<file path="src/rtl/fifo_nibble_tx.sv">
// Drains the nibble FIFO one entry per frame and serialises it onto tx_out as
// start bit, data LSB-first, optional even parity bit, stop bit.
module fifo_nibble_tx #(
    parameter int DATA_W       = 4,
    parameter int CLKS_PER_BIT = 16,
    parameter int PARITY_EN    = 1
) (
    input  logic              clk,
    input  logic              rst,
    input  logic              tx_en,
    input  logic              fifo_empty,
    input  logic [DATA_W-1:0] fifo_rdata,
    output logic              fifo_rd_rq,
    output logic              tx_out,
    output logic              busy,
    output logic              frame_done
);

    localparam int CNT_W = (CLKS_PER_BIT > 1) ? $clog2(CLKS_PER_BIT) : 1;
    localparam int BIT_W = (DATA_W > 1) ? $clog2(DATA_W) : 1;
    localparam logic [CNT_W-1:0] CNT_LAST = CNT_W'(CLKS_PER_BIT - 1);
    localparam logic [CNT_W-1:0] CNT_ONE  = CNT_W'(1);
    localparam logic [CNT_W-1:0] CNT_ZERO = CNT_W'(0);
    localparam logic [BIT_W-1:0] BIT_LAST = BIT_W'(DATA_W - 1);
    localparam logic [BIT_W-1:0] BIT_ONE  = BIT_W'(1);
    localparam logic [BIT_W-1:0] BIT_ZERO = BIT_W'(0);

    typedef enum logic [2:0] {
        IDLE   = 3'd0,
        REQ    = 3'd1,
        LOAD   = 3'd2,
        START  = 3'd3,
        DATA   = 3'd4,
        PARITY = 3'd5,
        STOP   = 3'd6
    } state_t;

    function automatic logic even_parity(input logic [DATA_W-1:0] d);
        return ^d;
    endfunction

    state_t              state_r, state_next_s;
    logic [CNT_W-1:0]    cnt_r, cnt_next_s;
    logic [BIT_W-1:0]    bit_r, bit_next_s;
    logic [DATA_W-1:0]   shift_r, shift_next_s;
    logic                par_r, par_next_s;
    logic                tx_out_r, tx_out_next_s;
    logic                fifo_rd_rq_r, busy_r, frame_done_r;
    logic                cnt_wrap_s;

    assign cnt_wrap_s = (cnt_r == CNT_LAST);

    // Next-state, bit timing and shift register update
    always_comb begin
        state_next_s = state_r;
        cnt_next_s   = cnt_r;
        bit_next_s   = bit_r;
        shift_next_s = shift_r;
        par_next_s   = par_r;
        case (state_r)
            IDLE: begin
                if (tx_en && !fifo_empty) begin
                    state_next_s = REQ;
                end else begin
                    state_next_s = IDLE;
                end
            end
            REQ: begin
                state_next_s = LOAD;
            end
            LOAD: begin
                shift_next_s = fifo_rdata;
                par_next_s   = even_parity(fifo_rdata);
                cnt_next_s   = CNT_ZERO;
                bit_next_s   = BIT_ZERO;
                state_next_s = START;
            end
            START, PARITY, STOP: begin
                if (cnt_wrap_s) begin
                    cnt_next_s = CNT_ZERO;
                    if (state_r == START) begin
                        state_next_s = DATA;
                    end else if (state_r == PARITY) begin
                        state_next_s = STOP;
                    end else begin
                        state_next_s = IDLE;
                    end
                end else begin
                    cnt_next_s = cnt_r + CNT_ONE;
                end
            end
            DATA: begin
                if (cnt_wrap_s) begin
                    cnt_next_s   = CNT_ZERO;
                    shift_next_s = {1'b0, shift_r[DATA_W-1:1]};
                    if (bit_r == BIT_LAST) begin
                        bit_next_s   = BIT_ZERO;
                        state_next_s = (PARITY_EN != 32'sd0) ? PARITY : STOP;
                    end else begin
                        bit_next_s = bit_r + BIT_ONE;
                    end
                end else begin
                    cnt_next_s = cnt_r + CNT_ONE;
                end
            end
            default: begin
                state_next_s = IDLE;
                cnt_next_s   = CNT_ZERO;
                bit_next_s   = BIT_ZERO;
            end
        endcase
    end

    // Line level for the cycle after the edge, so tx_out can be registered
    always_comb begin
        tx_out_next_s = 1'b1;
        case (state_next_s)
            START:   tx_out_next_s = 1'b0;
            DATA:    tx_out_next_s = shift_next_s[0];
            PARITY:  tx_out_next_s = par_next_s;
            default: tx_out_next_s = 1'b1;
        endcase
    end

    // State and registered outputs; outputs are decoded from next state
    always_ff @(posedge clk) begin
        if (rst) begin
            state_r      <= IDLE;
            cnt_r        <= CNT_ZERO;
            bit_r        <= BIT_ZERO;
            shift_r      <= {DATA_W{1'b0}};
            par_r        <= 1'b0;
            tx_out_r     <= 1'b1;
            fifo_rd_rq_r <= 1'b0;
            busy_r       <= 1'b0;
            frame_done_r <= 1'b0;
        end else begin
            state_r      <= state_next_s;
            cnt_r        <= cnt_next_s;
            bit_r        <= bit_next_s;
            shift_r      <= shift_next_s;
            par_r        <= par_next_s;
            tx_out_r     <= tx_out_next_s;
            fifo_rd_rq_r <= (state_next_s == REQ);
            busy_r       <= (state_next_s != IDLE);
            frame_done_r <= (state_next_s == STOP) && (cnt_next_s == CNT_LAST);
        end
    end

    assign fifo_rd_rq = fifo_rd_rq_r;
    assign tx_out     = tx_out_r;
    assign busy       = busy_r;
    assign frame_done = frame_done_r;

endmodule
</file>
<file path="config.mk">
export PLATFORM = sky130hd
export DESIGN_NAME = fifo_nibble_tx
export DESIGN_NICKNAME = d
export VERILOG_FILES = /design/src/rtl/fifo_nibble_tx.sv
export SDC_FILE = /design/constraint.sdc
export NUM_CORES = 1
export LEC_CHECK = 0
export CAP_MARGIN = 25
export CORE_MARGIN = 2
export CORE_UTILIZATION = 55
export CTS_BUF_LIST = sky130_fd_sc_hd__clkbuf_4
export CTS_CLUSTER_SIZE = 10
export DETAILED_ROUTE_END_ITERATION = 7
export MAX_ROUTING_LAYER = met4
export PLACE_DENSITY = 0.79
export SLEW_MARGIN = 5
export SYNTH_ARGS = -nofsm -noshare
export SYNTH_HDL_FRONTEND = slang
export SYNTH_SLANG_ARGS = --single-unit
</file>
<file path="constraint.sdc">
create_clock -name clk -period 1.7 [get_ports clk]
set_input_delay 0.34 -clock clk [delete_from_list [all_inputs] [get_ports clk]]
set_output_delay 0.34 -clock clk [all_outputs]
set_load 0.005 [all_outputs]
</file>
==> out/results.ini <==
[worst_hold_path]
min_from = shift_r[2]$_SDFFE_PP0P_
whs_path_depth = 2
hp-class = reg2reg

[global_route]
grt_max_degree = 14
grt_remaining_overflow = 0
grt_pass1_wl_mm = 3.42
grt_pass1_vias = 801
antenna_found_initial = 0
track_usage_pct = 23.1

[route]
antenna_left = 0
first_pass_iters = 4
vias_per_cell = 5.85
drtIter0Drc = 37
drc_errors = 0
num_vias = 960
wire_per_inst_microns = 13.1
wl_mm = 2.15

[synth]
syn_inst = 120
synthAdderAreaFrac_pct = 2.55
syn-cell-area_sq_um = 981
async_flop_share_pct = 0
ys_warn_count = 0
synth_top_area_share_pct = 36.7
synth_area_leaders = dfxtp_1 (37%), nor2_1 (5.4%), a21oi_1 (5.1%)
ys_ff_latch = 18
synth_ff_type = dfxtp_1
synthXorXnorAreaFrac_pct = 5.36
ys_types = 35
synth.avg_cell_area_sq_um = 8.17
ys_seq_area_share_pct = 36.7
synth_top_family_by_area = compound AO/OA/AOI/OAI gates
synth_compound_area_share_pct = 25.3
synth_edf_count = 0
synth.net_count = 130
yosysTopAreaCell = dfxtp_1
synth-simple-area-share_pct = 21.9
muxShareOfSynthArea_pct = 2.04

[pwr]
ir_drop_mv = 0.505
sw_frac_of_total_pct = 27.8
power_frac_comb_pct = 18.2
power.internal_mw = 0.602
p_clk_share_pct = 27.6
finalPower_mw = 0.834
power_density_mw_per_mm2 = 685
power_frac_seq_pct = 54.2
p_sw_mw = 0.232
power_leakage_nw = 0.429

[setup_path]
crit_fanout = 13
cp_slowest_stage_delay_ns = 0.60
cp-end-kind = flop
r2r_start = state_r[2]$_SDFF_PP0_
start_kind = flop
crit_start = state_r[2]$_SDFF_PP0_
cp_slowest_cell = dfxtp_1
critical_path.cell_chain = nor2_1 -> buf_4 -> a32o_1 -> a31oi_1 -> nor3_2
path_class = reg2reg
crit_required_ns = 1.89
rr_worst_depth = 5
cp.arrival_ns = 1.76

[sta]
fin_tns_setup_ns = 0
hold_viol_final = 0
rsz0062_at_grt = no
timing_worst_slew_pin_value_ns = 0.496
skew_ns = 0.00482
setup_slack_ns = 0.133
max_freq_mhz = 638
period_share_pct = 92.2
finalSetupViolCount = 0
period_needed_ns = 1.57
worst_slew_margin_rel_pct = 66.8
drv_slew = 0

[finish]
final_cell_mix = dfxtp_1 (18), nor2_1 (14), buf_4 (12)
antenna_cells = 0
fin_cells = 164
area_growth_pct = 24.2
mostFrequentLayoutCell = dfxtp_1
post-route-util_pct = 71.4
drive_gt1_share_pct = 15.8
nets = 150

[clock_tree]
clockBufferDepth = 2
root_buffer = clkbuf_4
cts_sinks = 18
cts_tree = yes
path_clk_slew_ns = 0.11
cts_buffers = 3
htree_num_levels = 1
clk-insertion-delay-late_ns = 0.30

[place]
dp_hpwl_mm = 1.60
port_buffers = 11
gp_congestion = 0.871
dp_cells = 160
pre_cts_slack_ns = -0.00952

[floorplan]
die-area_sq_mm = 0.00214
die_y_microns = 46.2
core_sq_mm = 0.00171
die_w_microns = 46.2
ios = 12
start_util_pct = 57.4
row_count = 15

[run]
timing.max_cap.violations = 0

[outcome]
status = finished, final reports clean

==> cells by family (layout without fill, tap and decap cells) <==
| family | after synthesis | after routing |
|---|---|---|
| AO/OA/AOI/OAI | 37 | 37 |
| adder cells (fa/ha/maj) | 2 | 2 |
| XOR/XNOR | 6 | 6 |
| buffers and inverters | 11 | 30 |
| multiplexers | 2 | 2 |
| AND/OR/NAND/NOR | 44 | 44 |
| flip-flops | 18 | 18 |
==> metal layers <==
metal / vias to the layer above / GRT usage (%) / wire length (microns)
li1: 480 / - / -
met1: 452 / 31.8 / 1080
met2: 24 / 31.7 / 949
met3: 4 / 4.31 / 79
met4: 0 / 12.0 / 37
met5: - / - / 0
==> state kept, by name (all words and copies together), names as in the netlist <==
name        flops
par_r           1
state_r         3
busy            1
fifo_rd_rq      1
cnt_r           4
frame_done      1
tx_out          1
shift_r         4
bit_r           2
==> what timing repair did <==
item | in CTS | in global routing
hold buffers | 0 | 0
setup endpoints to repair | 0 | 3
hold endpoints to repair | 0 | 0
setup buffers | 0 | 0
gates resized for setup | 0 | 6
==> cell type report <==
class | count | area, sq um
inverters | 3 | 11.3
fillers | 136 | 489
well taps | 25 | 31.3
clock buffers | 3 | 22.5
repair buffers | 23 | 200
multi-input cells | 91 | 589
clock inverters | 1 | 3.75
flip-flops and latches | 18 | 360
==> worst paths after layout <==
check | endpoint | slack (ns)
setup / recovery | frame_done$_SDFF_PP0_ | 0.13
hold / removal | shift_r[2]$_SDFFE_PP0P_ | 0.48
setup reg to reg | frame_done$_SDFF_PP0_ | 0.13
hold reg to reg | shift_r[2]$_SDFFE_PP0P_ | 0.48
==> per-stage QoR <==
| step | hold WS (ns) | cell area, sq um |
|---|---|---|
| finish | 0.479 | 1220 |
| global route | 0.502 | 1220 |
| CTS | 0.481 | 1190 |
| detailed placement | 0.466 | 1160 |
| global placement | 0.455 | 1160 |
| floorplan | 0.448 | 981 |
==> critical path: cells and delay by family (launching register included) <==
family / cells / cell delay [ns]
buf+inv: 1 / 0.18
compound gates: 2 / 0.47
simple gates: 2 / 0.21
flops: 1 / 0.60
==> cells in the mapped netlist, types with 2 or more instances <==
cell type,count
clkbuf_1,2
nand2_1,9
a21oi_1,10
a22oi_1,4
buf_4,2
o21ai_0,5
a31oi_1,5
nand4_1,2
inv_1,3
a22o_1,2
dfxtp_1,18
nor2_1,14
nor3_1,3
ha_1,2
a32o_1,2
nand2b_1,2
buf_2,3
nand3_1,7
xnor2_1,5
a211oi_1,2
mux2i_1,2
o211ai_1,3
==> power by group through the flow <==
stage / Clock [mW] / Combinational [mW] / Sequential [mW]
floorplan: 0 / 0.0882 / 0.457
global placement: 0 / 0.144 / 0.461
detailed placement: 0 / 0.146 / 0.461
CTS: 0.226 / 0.147 / 0.452
global route: 0.253 / 0.165 / 0.454
finish: 0.231 / 0.152 / 0.452
No activity file was read; power rests on OpenSTA's default activity.
==> RTL change 1 (same flow settings) <==
The 7 states of `state_t` get a one-hot encoding in 7 bits.
--- a/src/rtl/fifo_nibble_tx.sv
+++ b/src/rtl/fifo_nibble_tx.sv
@@ -25,14 +25,14 @@
     localparam logic [BIT_W-1:0] BIT_ONE  = BIT_W'(1);
     localparam logic [BIT_W-1:0] BIT_ZERO = BIT_W'(0);
 
-    typedef enum logic [2:0] {
-        IDLE   = 3'd0,
-        REQ    = 3'd1,
-        LOAD   = 3'd2,
-        START  = 3'd3,
-        DATA   = 3'd4,
-        PARITY = 3'd5,
-        STOP   = 3'd6
+    typedef enum logic [6:0] {
+        IDLE   = 7'b0000001,
+        REQ    = 7'b0000010,
+        LOAD   = 7'b0000100,
+        START  = 7'b0001000,
+        DATA   = 7'b0010000,
+        PARITY = 7'b0100000,
+        STOP   = 7'b1000000
     } state_t;
 
     function automatic logic even_parity(input logic [DATA_W-1:0] d);
Check against the original RTL: same outputs for any inputs over 10 cycles, from zero or initial values and one cycle with rst high; not proved beyond that.
==> RTL change 1 against the original RTL <==
- area after synthesis increased by 28%
- sequential cell count rose by 4
- core utilization grew 11 points
- final cell count increased by 38%
- power up 29%
- sequential power increased by 18%
- wire length grew 71%
- the run now ends with setup timing left
- final area up 48%
- worst setup slack got worse by 0.35 ns
==> RTL change 1: results (changes against the original RTL) <==
| Metric | Value |
|---|---|
| Setup ws final | `-0.213 ns (was 0.133 ns)` |
| Initial antenna violation count | `0 (unchanged)` |
| Post-synthesis xor/xnor area fraction | `0.0419 (was 0.0536)` |
| Top post-synthesis cells by area | `dfxtp_1, a21oi_1, nand2_1 (was dfxtp_1, nor2_1, a21oi_1)` |
| Post-synthesis compound-gate area fraction | `0.190 (was 0.253)` |
| Critical path fanouts, max | `5 (was 13)` |
| Synth async-reset ratio | `0 (unchanged)` |
| Failing checks | `setup timing` |
| Static Leak | `0.000682 uW (was 0.000429 uW)` |
| Fin Setup TNS | `-0.338 ns (was 0 ns)` |
| Layout cells sized above 1 | `0.357 (was 0.158)` |
| Placer Congestion | `0.863 (was 0.871)` |
| Synth Area in Adders | `0.0200 (was 0.0255)` |
| Clock skew | `0.00448 ns (was 0.00482 ns)` |
| Clk slew on worst S/H paths | `0.13 ns (was 0.11 ns)` |
| Iteration-0 DRC Markers | `30 (was 37)` |
| Fin nets | `210 (was 150)` |
| CTS Buf Count | `3 (unchanged)` |
| Final HPWL DP | `2640 um (was 1600 um)` |
| Drt first pass iters | `4 (unchanged)` |
| Critical Path AT | `2.13 ns (was 1.76 ns)` |
| Vias/cell | `5.82 (was 5.85)` |
| Setup WS pre-CTS | `-0.312 ns (was -0.00952 ns)` |
| Worst-Skew Late Latency | `0.32 ns (was 0.30 ns)` |
| Fill count | `136 (unchanged)` |
| CTS H-tree lvls | `1 (unchanged)` |
| Setup-failing EPs final | `2 (was 0)` |
| Sequential fraction of the synthesis area | `0.351 (was 0.367)` |
| Diode count | `0 (unchanged)` |
| Slew at the pin closest to its max-slew limit | `0.479 ns (was 0.496 ns)` |
| Biggest regs | `state_r: 7 flops, cnt_r: 4 flops, shift_r: 4 flops (was cnt_r: 4 flops, shift_r: 4 flops, state_r: 3 flops)` |
| Synth Warn # | `0 (unchanged)` |
| Post-synthesis mux area share | `0.0160 (was 0.0204)` |
| Number of I/O port buffers | `11 (unchanged)` |
| First-pass GRT wire length | `5930 um (was 3420 um)` |
| Global Route Usage Sum | `0.310 (was 0.231)` |
| Final Non-Filler Cells | `227 (was 164)` |
| Vias in the first global route | `1,302 (was 801)` |
| Run status | `complete, but fails checks (was completed)` |
| Mapped Cells | `154 (was 120)` |
| Peak supply drop | `0.483 mV (was 0.505 mV)` |
| Hold WC Path Type | `reg -> reg (unchanged)` |
| DP Cell Count | `222 (was 160)` |
| Mapped Nets | `164 (was 130)` |
| DR WL/cell | `16.1 um (was 13.1 um)` |
| Largest net degree at the start of global routing | `14 (unchanged)` |
| Unique masters post-synth | `42 (was 35)` |
| Commonest cells in the netlist | `dfxtp_1, nand2_1, a21oi_1, nor2_1, o21ai_0 (was dfxtp_1, nor2_1, a21oi_1, nand2_1, nand3_1)` |
| Root Driver | `clkbuf_4 (unchanged)` |
| CTS Buffer Depth | `2 (unchanged)` |
[RTL change 1: cell count changes after synthesis, sizes merged, moves of 4 or more]
cell | before | now
a21oi | 10 | 16
o21ai | 5 | 9
dfxtp | 18 | 22
nor4b | 1 | 6
a31oi | 5 | 1
nor3b | 0 | 4
nand2 | 9 | 18
[RTL change 1: through the flow]
stage	area, um2	utilization	power (uW)
floorplan	1330	-	600
global placement	1700	0.775	660
detailed placement	1700	0.775	663
CTS	1770	0.808	1080
global route	1800	0.824	1110
finish	1800	0.824	1080
[RTL change 1: layout make-up]
type,instances,area [um2],share of cell area
sequential,22,457,0.253
clock buffer,3,22.5,0.0125
inverter,3,11.3,0.00624
multi-input combinational,121,853,0.473
tap,28,35.0,0.0194
timing repair buffer,49,395,0.219
clock inverter,1,30.0,0.0166
[RTL change 1: path summary, 6_finish.rpt]
check | from | endpoint | slack [ns] | cells past startpoint
min | shift_r[2] | shift_r[2] | 0.47 | 2
max | state_r[2] | tx_out | -0.21 | 5
min reg2reg | shift_r[2] | shift_r[2] | 0.47 | 2
max reg2reg | state_r[2] | tx_out | -0.21 | 5
[RTL change 1: repair_timing]
item / 4_1_cts / 5_1_grt
buffers inserted: 1 / 0
cloned: 0 / 0
pin swaps: 2 / 5
hold buffers: 0 / 0
resized for setup: 4 / 11
setup endpoints to repair: 2 / 5
[RTL change 1: layer usage]
metal / track usage / up-vias / part of all wire
met1: 0.400 / 623 / 0.48
li1: - / 652 / -
met5: - / - / 0
met4: 0.132 / 0 / 0.021
met3: 0.0402 / 9 / 0.033
met2: 0.489 / 38 / 0.47
[RTL change 1: power breakdown]
part / switching (uW) / internal, uW / leakage, uW
sequential: 13.6 / 521 / 0.000182
combinational: 56.5 / 70.2 / 0.000472
clock: 176 / 239 / 0.0000279
[RTL change 1: kinds of logic (layout without fill, tap and decap cells)]
family	after synthesis	in the layout
xor gates and xnor gates	6	6
buffers and inverters	11	56
AOI/OAI and AO/OA	39	39
DFF	22	22
adders and majority gates	2	2
and+or+nand+nor	72	72
muxes	2	2
[RTL change 1: worst max-delay path: stages (launching register included)]
cell and delay (ns):
dfxtp_4 0.39, nor4_4 0.49, nand3_2 0.15, a22o_1 0.22, nor3b_2 0.15, or4_1 0.40
==> RTL change 2 (config.mk and constraints unchanged) <==
Without the edit above. Change the parameter `PARITY_EN` from 1 to 0.
--- a/src/rtl/fifo_nibble_tx.sv
+++ b/src/rtl/fifo_nibble_tx.sv
@@ -3,7 +3,7 @@
 module fifo_nibble_tx #(
     parameter int DATA_W       = 4,
     parameter int CLKS_PER_BIT = 16,
-    parameter int PARITY_EN    = 1
+    parameter int PARITY_EN    = 0
 ) (
     input  logic              clk,
     input  logic              rst,
Formal check against the unedited RTL: same outputs for any inputs over 10 cycles, from zero or initial values and one cycle with rst high; that may be too few to reach the edited logic, so the function may still have changed.
==> RTL change 2 against the original RTL <==
- sequential cell count did not move
- worst hold slack improved by 0.0047 ns
- final cell count decreased by 1.8%
- critical path depth stayed put
- worst setup slack got worse by 0.060 ns
- area after synthesis is 4.6% higher
- count of clock-buffer cells in the layout unchanged
- wire length is 6.7% higher
- synthesized cell count is 2.5% higher
- power shrank 1.3%
- global-route usage grew 1.7 points
- final area decreased by 1.2%
- largest cell class unchanged
==> RTL change 2: results (changes against the original RTL) <==
| Metric | Value |
|---|---|
| Met1 global-route usage | `0.337 (was 0.318)` |
| Peak supply drop | `0.660 mV (was 0.505 mV)` |
| HP Start | `shift_r[1] (was shift_r[2])` |
| DP Cell Count | `157 (was 160)` |
| Final Non-Filler Cells | `161 (was 164)` |
| Slew HR | `0.743 (was 0.668)` |
| Layout cells sized above 1 | `0.132 (was 0.158)` |
| Worst r2r src | `cnt_r[0] (was state_r[2])` |
| Fraction of area in multi-input gates | `0.502 (was 0.484)` |
| Static Leak | `0.000403 uW (was 0.000429 uW)` |
| Unique masters post-synth | `45 (was 35)` |
| DR WL/cell | `14.2 um (was 13.1 um)` |
| Top post-synthesis cells by area | `dfxtp_1, a21oi_1, nand2_1 (was dfxtp_1, nor2_1, a21oi_1)` |
| R2R Setup Slk | `0.07 ns (was 0.13 ns)` |
| Clock-cell share | `0.0218 (was 0.0216)` |
| Final hold slack | `0.484 ns (was 0.479 ns)` |
| Vias/cell | `6.07 (was 5.85)` |
| Global Route Usage Sum | `0.249 (was 0.231)` |
| Clock skew | `0.00409 ns (was 0.00482 ns)` |
| Sequential fraction of the synthesis area | `0.351 (was 0.367)` |
| Fill count | `160 (was 136)` |
| Endpoint, Worst Hold | `shift_r[1] (was shift_r[2])` |
| Worst reg2reg endpoint | `bit_r[0] (was frame_done)` |
| GR Util met2 | `0.362 (was 0.317)` |
| Final HPWL DP | `1680 um (was 1600 um)` |
| WL met3 | `72 um (was 79 um)` |
| Setup WS pre-CTS | `-0.0547 ns (was -0.00952 ns)` |
| Final core utilization | `0.690 (was 0.714)` |
| Critical Path Max Stage Delay | `0.42 ns (was 0.60 ns)` |
| Buffers excl. clock | `20 (was 23)` |
| Comb_multi_in | `93 (was 91)` |
| Largest delay share family, worst path | `simple AND/OR/NAND/NOR gates (was flip-flops)` |
| Critical path fanouts, max | `7 (was 13)` |
| Met1 wire length | `1100 um (was 1080 um)` |
| Vias in the first global route | `827 (was 801)` |
| Post_cts resized | `0 (unchanged)` |
| Run status | `completed (unchanged)` |
| Average cell area after synthesis | `8.34 um2 (was 8.17 um2)` |
RTL change 2: power breakdown:
group	switching (uW)	leakage, uW	internal, uW
clock	143	0.0000154	85.8
sequential	14.3	0.000146	438
combinational	66.1	0.000242	76.2
total	223	0.000403	600
RTL change 2: how the worst max path moves through the flow:
| stage | startpoint | cells past startpoint | slack [ns] | endpoint |
|---|---|---|---|---|
| finish | cnt_r[0] | 5 | 0.07 | bit_r[0] |
| floorplan | cnt_r[0] | 6 | 0.17 | tx_out |
| CTS | cnt_r[0] | 5 | 0.04 | bit_r[0] |
| detailed placement | fifo_empty | 5 | -0.05 | tx_out |
| global placement | fifo_empty | 5 | -0.03 | tx_out |
| global route | cnt_r[0] | 5 | -0.002 | shift_r[2] |
RTL change 2: cell families (layout without fill, tap and decap cells):
family,Yosys count,in the layout,share of synthesized area
buf+inv,12,25,0.0634
flops,18,18,0.351
xor+xnor,5,5,0.0427
compound gates,39,39,0.261
fa+ha+maj,2,2,0.0244
simple gates,47,47,0.257
